--- config.mk ---
export PLATFORM = sky130hd
export DESIGN_NAME = otfs_frame_fifo_ctrl_flat
export DESIGN_NICKNAME = d
export VERILOG_FILES = /design/src/rtl/otfs_frame_fifo_ctrl_if.sv /design/src/rtl/otfs_frame_fifo_ctrl.sv /design/src/flat_wrapper.sv
export SDC_FILE = /design/constraint.sdc
export NUM_CORES = 1
export LEC_CHECK = 0
export BUFFER_PORTS_ARGS = -buffer_cell sky130_fd_sc_hd__clkbuf_2
export CORE_MARGIN = 2
export CORE_UTILIZATION = 62
export CTS_BUF_LIST = sky130_fd_sc_hd__clkbuf_4 sky130_fd_sc_hd__clkbuf_8 sky130_fd_sc_hd__clkbuf_16
export DETAILED_ROUTE_END_ITERATION = 8
export PLACE_DENSITY = 0.82
export SLEW_MARGIN = 30
export SYNTH_ARGS = -nofsm -noshare
export SYNTH_HDL_FRONTEND = slang
export SYNTH_SLANG_ARGS = --single-unit
--- constraint.sdc ---
create_clock -name clk -period 4.2 [get_ports clk]
set_input_delay 1.26 -clock clk [delete_from_list [all_inputs] [get_ports clk]]
set_output_delay 1.26 -clock clk [all_outputs]
set_load 0.02 [all_outputs]
--- src/rtl/otfs_frame_fifo_ctrl_if.sv ---
// -----------------------------------------------------------------------------
// otfs_frame_fifo_ctrl_if
//   Bundles the symbol-stream, frame-output and FIFO-side signals of the OTFS
//   frame FIFO controller.
//
//   Signal groups
//     upstream stream : s_data, s_valid, s_ready
//     frame request   : frame_req (single-cycle pulse from downstream)
//     frame output    : m_data, m_valid, m_sof, m_eof (no backpressure)
//     FIFO write side : fifo_srst, fifo_din, fifo_wr_en
//     FIFO read side  : fifo_rd_en, fifo_dout, fifo_valid, fifo_empty
//     FIFO status     : fifo_full, fifo_rst_busy (wr_rst_busy | rd_rst_busy)
//
//   Modports
//     master : the controller's view (drives s_ready, m_*, fifo_* controls)
//     slave  : the surrounding system's view (sources, sink and FIFO)
// -----------------------------------------------------------------------------
interface otfs_frame_fifo_ctrl_if #(
  parameter int DATA_W = 2
);

  // Upstream symbol stream
  logic [DATA_W-1:0] s_data;
  logic              s_valid;
  logic              s_ready;

  // Downstream frame request
  logic              frame_req;

  // Frame output
  logic [DATA_W-1:0] m_data;
  logic              m_valid;
  logic              m_sof;
  logic              m_eof;

  // FIFO primitive connections
  logic              fifo_srst;
  logic [DATA_W-1:0] fifo_din;
  logic              fifo_wr_en;
  logic              fifo_rd_en;
  logic [DATA_W-1:0] fifo_dout;
  logic              fifo_full;
  logic              fifo_empty;
  logic              fifo_valid;
  logic              fifo_rst_busy;

  modport master (
    input  s_data, s_valid, frame_req,
    input  fifo_dout, fifo_full, fifo_empty, fifo_valid, fifo_rst_busy,
    output s_ready,
    output m_data, m_valid, m_sof, m_eof,
    output fifo_srst, fifo_din, fifo_wr_en, fifo_rd_en
  );

  modport slave (
    output s_data, s_valid, frame_req,
    output fifo_dout, fifo_full, fifo_empty, fifo_valid, fifo_rst_busy,
    input  s_ready,
    input  m_data, m_valid, m_sof, m_eof,
    input  fifo_srst, fifo_din, fifo_wr_en, fifo_rd_en
  );

endinterface

--- src/rtl/otfs_frame_fifo_ctrl.sv ---
// -----------------------------------------------------------------------------
// otfs_frame_fifo_ctrl
//   Controls an external FIFO (Xilinx-style, standard read latency of one
//   cycle with a fifo_valid strobe) that buffers QAM symbols for an OTFS
//   modulator. Symbols are accepted continuously from the upstream stream;
//   on a downstream frame_req the controller waits until a whole frame is
//   buffered, then reads exactly FRAME_LEN symbols as one burst and presents
//   them on m_* with start/end-of-frame markers.
//
//   Ports
//     clk, rst_n     : sole clock (posedge) and asynchronous active-low reset
//     bus (master)   : stream, frame output and FIFO signals, see interface
//     level          : symbols currently held in the FIFO (controller's count)
//     busy           : high in every state except IDLE
//     err_underflow  : sticky, set when a read is issued against an empty FIFO
//     clr_err        : clears err_underflow on the next edge (a set wins)
//
//   FSM
//     INIT  : pulse fifo_srst for SRST_CYCLES, then wait for fifo_rst_busy=0
//     IDLE  : wait for a pending request and level >= FRAME_LEN
//     READ  : fifo_rd_en high for exactly FRAME_LEN consecutive cycles
//     DRAIN : wait for the FRAME_LEN-th fifo_valid of the burst
//     GAP   : GAP_CYCLES idle cycles between bursts
// -----------------------------------------------------------------------------
module otfs_frame_fifo_ctrl #(
  parameter int DATA_W      = 2,
  parameter int DEPTH       = 1024,
  parameter int FRAME_LEN   = 64,
  parameter int SRST_CYCLES = 4,
  parameter int GAP_CYCLES  = 2
) (
  input  logic                       clk,
  input  logic                       rst_n,
  otfs_frame_fifo_ctrl_if.master     bus,
  output logic [$clog2(DEPTH+1)-1:0] level,
  output logic                       busy,
  output logic                       err_underflow,
  input  logic                       clr_err
);

  localparam int LVL_W  = $clog2(DEPTH + 1);
  localparam int CNT_W  = $clog2(FRAME_LEN + 1);
  localparam int SRST_W = $clog2(SRST_CYCLES + 1);
  localparam int GAP_W  = $clog2(GAP_CYCLES + 1);

  typedef enum logic [2:0] {
    INIT,
    IDLE,
    READ,
    DRAIN,
    GAP
  } state_e;

  // ---------------------------------------------------------------------------
  // State
  // ---------------------------------------------------------------------------
  state_e              state_q,    state_d;
  logic [SRST_W-1:0]   srst_cnt_q, srst_cnt_d;
  logic                srst_q,     srst_d;
  logic [CNT_W-1:0]    rd_cnt_q,   rd_cnt_d;
  logic [CNT_W-1:0]    vld_cnt_q,  vld_cnt_d;
  logic [GAP_W-1:0]    gap_cnt_q,  gap_cnt_d;
  logic                req_q,      req_d;
  logic [LVL_W-1:0]    level_q,    level_d;
  logic                err_q,      err_d;
  logic [CNT_W-1:0]    out_cnt_q,  out_cnt_d;
  logic [DATA_W-1:0]   m_data_q,   m_data_d;
  logic                m_valid_q,  m_valid_d;
  logic                m_sof_q,    m_sof_d;
  logic                m_eof_q,    m_eof_d;

  logic                start_frame;
  logic                rd_en;
  logic                wr_en;
  logic                s_ready;
  logic                frame_ready;
  logic                burst_done;

  // ---------------------------------------------------------------------------
  // Write side: accept whenever the FIFO has room and reset has settled.
  // level is checked as well as fifo_full because the FIFO's full flag may
  // lag our own count by a cycle or more.
  // ---------------------------------------------------------------------------
  assign s_ready = (state_q != INIT) && !bus.fifo_full && (level_q < LVL_W'(DEPTH));
  assign wr_en   = bus.s_valid && s_ready;

  // Read enable is a pure decode of the state, so an asynchronous reset
  // removes it in the same instant it forces INIT.
  assign rd_en   = (state_q == READ);

  assign frame_ready = req_q && (level_q >= LVL_W'(FRAME_LEN));

  // The last beat of a burst may be counted already (vld_cnt reached the
  // frame length) or be arriving on fifo_valid right now.
  assign burst_done  = (vld_cnt_q == CNT_W'(FRAME_LEN)) ||
                       (bus.fifo_valid && (vld_cnt_q == CNT_W'(FRAME_LEN - 1)));

  // ---------------------------------------------------------------------------
  // FSM next-state and per-state counters
  // ---------------------------------------------------------------------------
  // NOTE: every signal assigned in an always_comb gets a default at the top;
  // a path that leaves one unassigned would infer a latch.
  always_comb begin
    state_d     = state_q;
    srst_cnt_d  = srst_cnt_q;
    srst_d      = 1'b0;
    rd_cnt_d    = rd_cnt_q;
    vld_cnt_d   = vld_cnt_q;
    gap_cnt_d   = gap_cnt_q;
    start_frame = 1'b0;

    unique case (state_q)
      INIT: begin
        // srst is registered so it rises on the first edge after reset and
        // stays high for exactly SRST_CYCLES cycles.
        if (srst_cnt_q < SRST_W'(SRST_CYCLES)) begin
          srst_d     = 1'b1;
          srst_cnt_d = srst_cnt_q + 1'b1;
        end else if (!bus.fifo_rst_busy) begin
          state_d    = IDLE;
        end
      end

      IDLE: begin
        vld_cnt_d = '0;
        if (frame_ready) begin
          state_d     = READ;
          start_frame = 1'b1;
          rd_cnt_d    = '0;
        end
      end

      READ: begin
        if (bus.fifo_valid) begin
          vld_cnt_d = vld_cnt_q + 1'b1;
        end
        if (rd_cnt_q == CNT_W'(FRAME_LEN - 1)) begin
          state_d  = DRAIN;
          rd_cnt_d = '0;
        end else begin
          rd_cnt_d = rd_cnt_q + 1'b1;
        end
      end

      DRAIN: begin
        if (burst_done) begin
          state_d   = GAP;
          vld_cnt_d = '0;
          gap_cnt_d = '0;
        end else if (bus.fifo_valid) begin
          vld_cnt_d = vld_cnt_q + 1'b1;
        end
      end

      GAP: begin
        if (gap_cnt_q == GAP_W'(GAP_CYCLES - 1)) begin
          state_d   = IDLE;
          gap_cnt_d = '0;
        end else begin
          gap_cnt_d = gap_cnt_q + 1'b1;
        end
      end

      default: begin
        state_d = INIT;
      end
    endcase
  end

  // ---------------------------------------------------------------------------
  // Request latch, level counter, underflow flag
  // ---------------------------------------------------------------------------
  always_comb begin
    // A new request is applied after the clear, so a frame_req landing on
    // the IDLE->READ edge is kept for the following frame.
    req_d = req_q;
    if (start_frame) begin
      req_d = 1'b0;
    end
    if (bus.frame_req && (state_q != INIT)) begin
      req_d = 1'b1;
    end

    level_d = level_q;
    unique case ({wr_en, rd_en})
      2'b10:   level_d = level_q + 1'b1;
      2'b01:   level_d = level_q - 1'b1;
      default: level_d = level_q;
    endcase

    // Set is evaluated last so it beats a simultaneous clr_err.
    err_d = err_q;
    if (clr_err) begin
      err_d = 1'b0;
    end
    if (rd_en && bus.fifo_empty) begin
      err_d = 1'b1;
    end
  end

  // ---------------------------------------------------------------------------
  // Output stage: one register after the FIFO read port. out_cnt tracks the
  // beat position within a frame independently of the FSM so the markers
  // follow the data even though it lags rd_en by two cycles.
  // ---------------------------------------------------------------------------
  always_comb begin
    m_data_d  = bus.fifo_dout;
    m_valid_d = bus.fifo_valid;
    m_sof_d   = 1'b0;
    m_eof_d   = 1'b0;
    out_cnt_d = out_cnt_q;
    if (bus.fifo_valid) begin
      m_sof_d = (out_cnt_q == '0);
      m_eof_d = (out_cnt_q == CNT_W'(FRAME_LEN - 1));
      if (out_cnt_q == CNT_W'(FRAME_LEN - 1)) begin
        out_cnt_d = '0;
      end else begin
        out_cnt_d = out_cnt_q + 1'b1;
      end
    end
  end

  // ---------------------------------------------------------------------------
  // Registers. Reset abandons any frame in flight; the INIT srst pulse that
  // follows flushes whatever the FIFO still holds, so level restarts at 0.
  // ---------------------------------------------------------------------------
  // NOTE: state registers use non-blocking assignment so every flop samples
  // the pre-edge value of its inputs regardless of statement order.
  always_ff @(posedge clk or negedge rst_n) begin
    if (!rst_n) begin
      state_q    <= INIT;
      srst_cnt_q <= '0;
      srst_q     <= 1'b0;
      rd_cnt_q   <= '0;
      vld_cnt_q  <= '0;
      gap_cnt_q  <= '0;
      req_q      <= 1'b0;
      level_q    <= '0;
      err_q      <= 1'b0;
      out_cnt_q  <= '0;
      m_data_q   <= '0;
      m_valid_q  <= 1'b0;
      m_sof_q    <= 1'b0;
      m_eof_q    <= 1'b0;
    end else begin
      state_q    <= state_d;
      srst_cnt_q <= srst_cnt_d;
      srst_q     <= srst_d;
      rd_cnt_q   <= rd_cnt_d;
      vld_cnt_q  <= vld_cnt_d;
      gap_cnt_q  <= gap_cnt_d;
      req_q      <= req_d;
      level_q    <= level_d;
      err_q      <= err_d;
      out_cnt_q  <= out_cnt_d;
      m_data_q   <= m_data_d;
      m_valid_q  <= m_valid_d;
      m_sof_q    <= m_sof_d;
      m_eof_q    <= m_eof_d;
    end
  end

  // ---------------------------------------------------------------------------
  // Port drive
  // ---------------------------------------------------------------------------
  assign bus.s_ready    = s_ready;
  assign bus.fifo_wr_en = wr_en;
  assign bus.fifo_din   = bus.s_data;
  assign bus.fifo_rd_en = rd_en;
  assign bus.fifo_srst  = srst_q;
  assign bus.m_data     = m_data_q;
  assign bus.m_valid    = m_valid_q;
  assign bus.m_sof      = m_sof_q;
  assign bus.m_eof      = m_eof_q;

  assign level          = level_q;
  assign busy           = (state_q != IDLE);
  assign err_underflow  = err_q;

endmodule

--- src/flat_wrapper.sv ---
// flat-port wrapper written by rule: the top's interface ports become plain ports
module otfs_frame_fifo_ctrl_flat 
#(
  parameter int DATA_W      = 2,
  parameter int DEPTH       = 1024,
  parameter int FRAME_LEN   = 64,
  parameter int SRST_CYCLES = 4,
  parameter int GAP_CYCLES  = 2
)
  (clk, rst_n, level, busy, err_underflow, clr_err, bus_s_data, bus_s_valid, bus_frame_req, bus_fifo_dout, bus_fifo_full, bus_fifo_empty, bus_fifo_valid, bus_fifo_rst_busy, bus_s_ready, bus_m_data, bus_m_valid, bus_m_sof, bus_m_eof, bus_fifo_srst, bus_fifo_din, bus_fifo_wr_en, bus_fifo_rd_en);
  otfs_frame_fifo_ctrl_if #(.DATA_W(DATA_W)) bus_i ();
  input  logic clk;
  input  logic rst_n;
  output logic [$clog2(DEPTH+1)-1:0] level;
  output logic busy;
  output logic err_underflow;
  input  logic clr_err;
  input wire logic [$bits(bus_i.s_data)-1:0] bus_s_data;
  input wire logic [$bits(bus_i.s_valid)-1:0] bus_s_valid;
  input wire logic [$bits(bus_i.frame_req)-1:0] bus_frame_req;
  input wire logic [$bits(bus_i.fifo_dout)-1:0] bus_fifo_dout;
  input wire logic [$bits(bus_i.fifo_full)-1:0] bus_fifo_full;
  input wire logic [$bits(bus_i.fifo_empty)-1:0] bus_fifo_empty;
  input wire logic [$bits(bus_i.fifo_valid)-1:0] bus_fifo_valid;
  input wire logic [$bits(bus_i.fifo_rst_busy)-1:0] bus_fifo_rst_busy;
  output wire logic [$bits(bus_i.s_ready)-1:0] bus_s_ready;
  output wire logic [$bits(bus_i.m_data)-1:0] bus_m_data;
  output wire logic [$bits(bus_i.m_valid)-1:0] bus_m_valid;
  output wire logic [$bits(bus_i.m_sof)-1:0] bus_m_sof;
  output wire logic [$bits(bus_i.m_eof)-1:0] bus_m_eof;
  output wire logic [$bits(bus_i.fifo_srst)-1:0] bus_fifo_srst;
  output wire logic [$bits(bus_i.fifo_din)-1:0] bus_fifo_din;
  output wire logic [$bits(bus_i.fifo_wr_en)-1:0] bus_fifo_wr_en;
  output wire logic [$bits(bus_i.fifo_rd_en)-1:0] bus_fifo_rd_en;
  assign bus_i.s_data = bus_s_data;
  assign bus_i.s_valid = bus_s_valid;
  assign bus_i.frame_req = bus_frame_req;
  assign bus_i.fifo_dout = bus_fifo_dout;
  assign bus_i.fifo_full = bus_fifo_full;
  assign bus_i.fifo_empty = bus_fifo_empty;
  assign bus_i.fifo_valid = bus_fifo_valid;
  assign bus_i.fifo_rst_busy = bus_fifo_rst_busy;
  assign bus_s_ready = bus_i.s_ready;
  assign bus_m_data = bus_i.m_data;
  assign bus_m_valid = bus_i.m_valid;
  assign bus_m_sof = bus_i.m_sof;
  assign bus_m_eof = bus_i.m_eof;
  assign bus_fifo_srst = bus_i.fifo_srst;
  assign bus_fifo_din = bus_i.fifo_din;
  assign bus_fifo_wr_en = bus_i.fifo_wr_en;
  assign bus_fifo_rd_en = bus_i.fifo_rd_en;
  otfs_frame_fifo_ctrl #(.DATA_W(DATA_W), .DEPTH(DEPTH), .FRAME_LEN(FRAME_LEN), .SRST_CYCLES(SRST_CYCLES), .GAP_CYCLES(GAP_CYCLES)) u_core (.clk(clk), .rst_n(rst_n), .bus(bus_i), .level(level), .busy(busy), .err_underflow(err_underflow), .clr_err(clr_err));
endmodule
* Word-level counts from Yosys, hierarchy flattened
Cells that the tools add are included. Widths: inputs -> output; s select.
Storage, ports and cells: flip-flop bits (word level) 48, input bits 13, output and inout port bits 24
Operators by class: $add $sub $neg 7, order comparisons 3, equal/unequal tests 18, mux-type cells 28, reductions and logical operators 22
Operators with widths (number):
- $mux 7 | 5
- $pmux 11 s2 | 1
- $add 7x1->7 const B | 3
- $eq 7x6->1 const B | 3
- $pmux 7 s3 | 1
- $mux 3 | 6
- $pmux 3 s5 | 1
- $pmux 7 s2 | 1
- $add 11x1->11 const B | 1
- $ge 11x7->1 const B | 1
- $lt 11x11->1 const B | 1
- $sub 11x1->11 const B | 1
- $mux 1 | 10
- $reduce_bool 2->1 | 5
- $eq 7x7->1 const B | 1
- $logic_and 1x1->1 | 7
- $logic_not 7->1 | 1
- $eq 3x2->1 const B | 2
- $ne 2x1->1 const B | 3
- $ne 2x2->1 const B | 3
- $reduce_and 2->1 | 3
- $reduce_and 6->1 | 1
- $reduce_bool 3->1 | 2
- $eq 2x1->1 const B | 2
- other kinds (12) | 13

* Logic depth before layout (Yosys ltp)
depth after elaboration 6, mapped depth 11

* Least setup slack after synthesis
Ideal clock, no wire load.
kind input to register, from input port bus_fifo_full, to register u_core.level_q[10], in the netlist u_core.level[10], arrival 3.678 ns, slack 0.453 ns, cell stages on the path 9, buffers on the path 0, cell sequence nor3_1 nand2_1 ha_1 fa_1 a211o_1 a211oi_2 or2_2 a2bb2oi_1 nor2b_2
On the way: cells in the longest elaborated chain, start to end 6, elaborated cells between the ends (all ways) 8, those cells by class 2 x eq/ne; 1 x mux; 5 x reduce/logical
RTL lines:
- start: declaration | line flat_wrapper.sv:22 | input wire logic [$bits(bus_i.fifo_full)-1:0] bus_fifo_full;
- $logic_not 1->1 (*) | line otfs_frame_fifo_ctrl.sv:84 | assign s_ready = (state_q != INIT) && !bus.fifo_full && (level_q < LVL_W'(DEPTH));
- $logic_and 1x1->1 (*) (2 in series) | line otfs_frame_fifo_ctrl.sv:84
- $logic_and 1x1->1 (*) | line otfs_frame_fifo_ctrl.sv:85 | assign wr_en = bus.s_valid && s_ready;
- $eq 2x1->1 / $eq 2x2->1 (equally long branches) | line otfs_frame_fifo_ctrl.sv:185 | unique case ({wr_en, rd_en})
- $pmux 11 s2 / $reduce_bool 2->1 (equally long branches)
- end signal: assignment | line otfs_frame_fifo_ctrl.sv:253 | level_q <= level_d;
- end: declaration | line otfs_frame_fifo_ctrl.sv:64 | logic [LVL_W-1:0] level_q, level_d;
Every way passes the cells marked *; elsewhere a longest branch is shown, timed or not. A chain may end at the register's enable or synchronous reset.

* Final worst setup path
Ends and elaborated chain as after synthesis.

==> flow_metrics.py <==
metrics = {
    "finish": {
        "fillers": 320,
        "drive_gt1_share_pct": 19.5,
        "final_nets": 337,
        "num_antenna_cells": 0,
        "area_delta_synth_final_pct": 11.1,
    },
    "yosys": {
        "ys_seq_area_share_pct": 44.3,
        "synth_compound_area_share_pct": 18.9,
        "synth_nets": 305,
        "synthFlopType": "dfrtp_1",
        "syn_area_um2": 2710,
        "synth_top_family_by_area": "compound AO/OA/AOI/OAI gates",
        "synth-edff-count": 0,
        "synthAdderAreaFrac_pct": 8.12,
        "syn_inst": 275,
        "synthMuxAreaShare_pct": 1.66,
        "avgSynthCellArea_um2": 9.86,
        "ys_ff_latch": 48,
        "synthXorXnorAreaFrac_pct": 5.17,
        "ys_warn_count": 0,
        "synthSimpleGateAreaFrac_pct": 18.6,
        "ys_async_sr_fraction_pct": 100,
        "synth_cell_type_count": 60,
    },
    "sta": {
        "post-route-min-period_ps": 3420,
        "fmax_mhz": 293,
        "maxSlewHeadroom_pct": 59.2,
        "tightest_slew_ps": 612,
        "fin_crit_sh_pct": 81.3,
        "rsz0062_at_grt": "false",
        "whs_ps": 476,
        "slew_viol_final": 0,
        "finClkSkew_ps": 9.19,
        "hold_viol": 0,
        "setup_viol": 0,
        "fin_ws_ps": 785,
        "setup_tns_ps": 0,
    },
    "clock_network": {
        "cts_setup_buffers": 0,
        "cts_tree": "yes",
        "clk_pin_slew_ps": 90,
        "clk-insertion-delay-late_ps": 300,
        "cts-hold-fix-buffers": 0,
        "htree_levels": 2,
        "clockBufferDepth": 2,
        "cts_resized": 0,
        "cts_made_buffers": 5,
        "cts-root-buf": "clkbuf_8",
        "clkSinkCount": 48,
    },
    "critical_path": {
        "crit_type": "in2reg",
        "cp-end-kind": "flip-flop",
        "crit_family": "adder cells",
        "crit_end": "u_core.level[10]$_DFFE_PN0P_",
        "critPathRequiredTime_ps": 4440,
        "critPathMaxFanout": 14,
        "cp.depth": 10,
        "crit_path_start_kind": "primary input",
        "startpoint": "bus_fifo_full",
        "regToRegStartpoint": "u_core.state_q[2]$_DFFE_PN0P_",
        "cp.buffers_inverters": 1,
        "ff2ff_path_depth": 10,
        "worst-r2r-setup-slack_ps": 960,
        "slowest_stage": "fa_1",
        "max_stage_delay_ps": 510,
        "reg2reg_to": "u_core.level[9]$_DFFE_PN0P_",
        "crit_chain": "clkbuf_2 -> nor3_1 -> nand2_1 -> ha_1 -> fa_1 -> a211o_1 -> a211oi_2 -> or2_2 -> a2bb2oi_1 -> nor2b_2",
        "cp.arrival_ps": 3660,
    },
    "detailed_routing": {
        "route.detailed.drc": 0,
        "wl_mm": 5.09,
        "drtIter0Drc": 124,
        "vias": 2093,
        "first_pass_iters": 4,
        "wire_per_inst_um": 14.1,
        "vias_per_cell": 5.81,
        "ant_nets": 0,
    },
    "global_routing": {
        "antenna_found_initial": 0,
        "grt_max_degree": 30,
        "overflow": 0,
        "grt_use_total_pct": 21.5,
        "grt_pass1_vias": 1983,
        "grt_pass1_wl_mm": 8.56,
    },
    "power": {
        "p_leak_nw": 1.39,
        "ir_drop_v": 0.000440,
        "power_per_cell_area_nw_per_um2": 643,
        "power_mw": 1.94,
    },
    "floorplan": {
        "die_area_um2": 4920,
        "io_pins": 37,
        "rows": 24,
        "die_y_um": 70.1,
        "coreArea_um2": 4290,
        "chipWidth_um": 70.1,
        "initial_utilization_pct": 63.2,
    },
    "place": {
        "place_congestion": 0.834,
        "port_buffers": 32,
        "pre_cts_ws_ps": 563,
        "hpwl_mm": 3.65,
    },
    "run": {
        "cap_violations": 0,
    },
    "worst_hold_path": {
        "hold_class": "reg2reg",
    },
    "run_status": {
        "status": "complete, no violations",
    },
}
synthesized netlist by cell type (2+ instances only):
library cell / n / area [µm²]
dfrtp_1: 48 / 1200
nand2_1: 30 / 113
nor2_1: 24 / 90.1
o21ai_0: 19 / 95.1
ha_1: 16 / 200
inv_1: 12 / 45.0
xor2_1: 9 / 78.8
a21oi_1: 8 / 40.0
a21o_1: 7 / 52.6
xnor2_1: 7 / 61.3
nand3_1: 6 / 30.0
nor3_1: 6 / 30.0
and3_1: 5 / 31.3
nand4_1: 5 / 31.3
buf_2: 4 / 20.0
nand2b_1: 4 / 25.0
o21a_1: 4 / 30.0
o31ai_1: 4 / 30.0
o211ai_1: 3 / 22.5
o21ai_2: 3 / 26.3
a22o_1: 2 / 17.5
a31oi_1: 2 / 12.5
and2_1: 2 / 12.5
buf_4: 2 / 15.0
clkbuf_1: 2 / 7.51
mux2_2: 2 / 22.5
nand3b_1: 2 / 15.0
nor2b_1: 2 / 12.5
o21bai_1: 2 / 15.0
o22ai_1: 2 / 12.5
or2_2: 2 / 12.5
cells by family after synthesis:
family / Yosys count
multiplexers: 3
adder cells (fa/ha/maj): 17
AO/OA/AOI/OAI: 72
XOR/XNOR: 16
buffers and inverters: 20
AND/OR/NAND/NOR: 99
flip-flops: 48
per-layer routing:
| metal | GRT usage, % | up-vias | wire length [µm] |
|---|---|---|---|
| met3 | 5.05 | 8 | 171 |
| met4 | 5.34 | 0 | 56 |
| li1 | - | 1045 | - |
| met2 | 36.8 | 32 | 2550 |
| met1 | 27.6 | 1008 | 2310 |
| met5 | 0 | - | 0 |
worst reg2reg max path, cell delays in order, from the launching register on:
cell	delay [ps]
dfrtp_1	550
nor2_1	190
nand2_1	150
inv_1	260
ha_1	540
ha_1	350
a21oi_1	270
o211ai_1	210
and3_1	230
o21a_1	170
o31ai_1	230
report_power, final:
part           switching (mW)  internal (mW)  total, mW
logic                   0.507          0.387      0.894
registers               0.128          0.579      0.708
clock network           0.154          0.183      0.337
cells in the final DEF (no fill, tap or decap), types with 2 or more instances in the layout:
| cell | instances |
|---|---|
| a22o_1 | 2 |
| o21ai_2 | 3 |
| o21bai_1 | 2 |
| nand3_1 | 6 |
| nand2b_1 | 4 |
| xnor2_1 | 7 |
| nand4_1 | 5 |
| a21o_1 | 7 |
| xor2_1 | 9 |
| or2_2 | 2 |
| mux2_2 | 2 |
| nand3b_1 | 2 |
| nor2b_1 | 2 |
| o22ai_1 | 2 |
| ha_1 | 16 |
| nand2_1 | 30 |
| and3_1 | 5 |
| o21ai_0 | 19 |
| o211ai_1 | 3 |
| nor2_1 | 24 |
| inv_1 | 12 |
| clkbuf_2 | 32 |
| a31oi_1 | 2 |
| a21oi_1 | 8 |
| nor3_1 | 6 |
| o21a_1 | 4 |
| and2_1 | 2 |
| clkbuf_8 | 5 |
| dfrtp_1 | 48 |
| o31ai_1 | 4 |
how the worst min path moves through the flow:
| stage | from | to | slack (ps) | cells after the start |
|---|---|---|---|---|
| after floorplan | u_core.srst_cnt_q[0]$_DFFE_PN0P_ | u_core.srst_cnt_q[0]$_DFFE_PN0P_ | 450 | 1 |
| after global placement | u_core.srst_cnt_q[0]$_DFFE_PN0P_ | u_core.srst_cnt_q[0]$_DFFE_PN0P_ | 460 | 1 |
| after detailed placement | u_core.srst_cnt_q[0]$_DFFE_PN0P_ | u_core.srst_cnt_q[0]$_DFFE_PN0P_ | 470 | 1 |
| after CTS | u_core.srst_cnt_q[0]$_DFFE_PN0P_ | u_core.srst_cnt_q[0]$_DFFE_PN0P_ | 480 | 1 |
| after global routing | u_core.srst_cnt_q[0]$_DFFE_PN0P_ | u_core.srst_cnt_q[0]$_DFFE_PN0P_ | 500 | 1 |
| final | u_core.srst_cnt_q[0]$_DFFE_PN0P_ | u_core.srst_cnt_q[0]$_DFFE_PN0P_ | 480 | 1 |
per-stage QoR:
step | util [%] | cells | cell area, µm²
after global placement | 67.6 | 352 | 2900
final | 70.2 | 360 | 3010
after detailed placement | 67.6 | 352 | 2900
after global routing | 70.2 | 360 | 3010
after floorplan | - | 275 | 2710
after CTS | 70.2 | 360 | 3010
flip-flops by register name, summed over array words and instances (netlist names), 2 cells and up:
register / count
u_core.bus.m_data: 2
u_core.level: 11
u_core.state_q: 3
u_core.vld_cnt_q: 7
u_core.srst_cnt_q: 3
u_core.rd_cnt_q: 7
u_core.gap_cnt_q: 2
u_core.out_cnt_q: 7
final cells by class:
cell class              instances  area [µm²]  share of cell area [%]
clock inverters                 2        35.0                    1.16
well taps                      52        65.1                    2.16
clock buffers                   6        76.3                    2.53
inverters                      12        45.0                    1.49
flip-flops and latches         48        1200                    39.9
multi-input cells             207        1420                    47.2
repair buffers                 33         168                    5.56
Note: power is estimated with default switching activity, not from simulation.
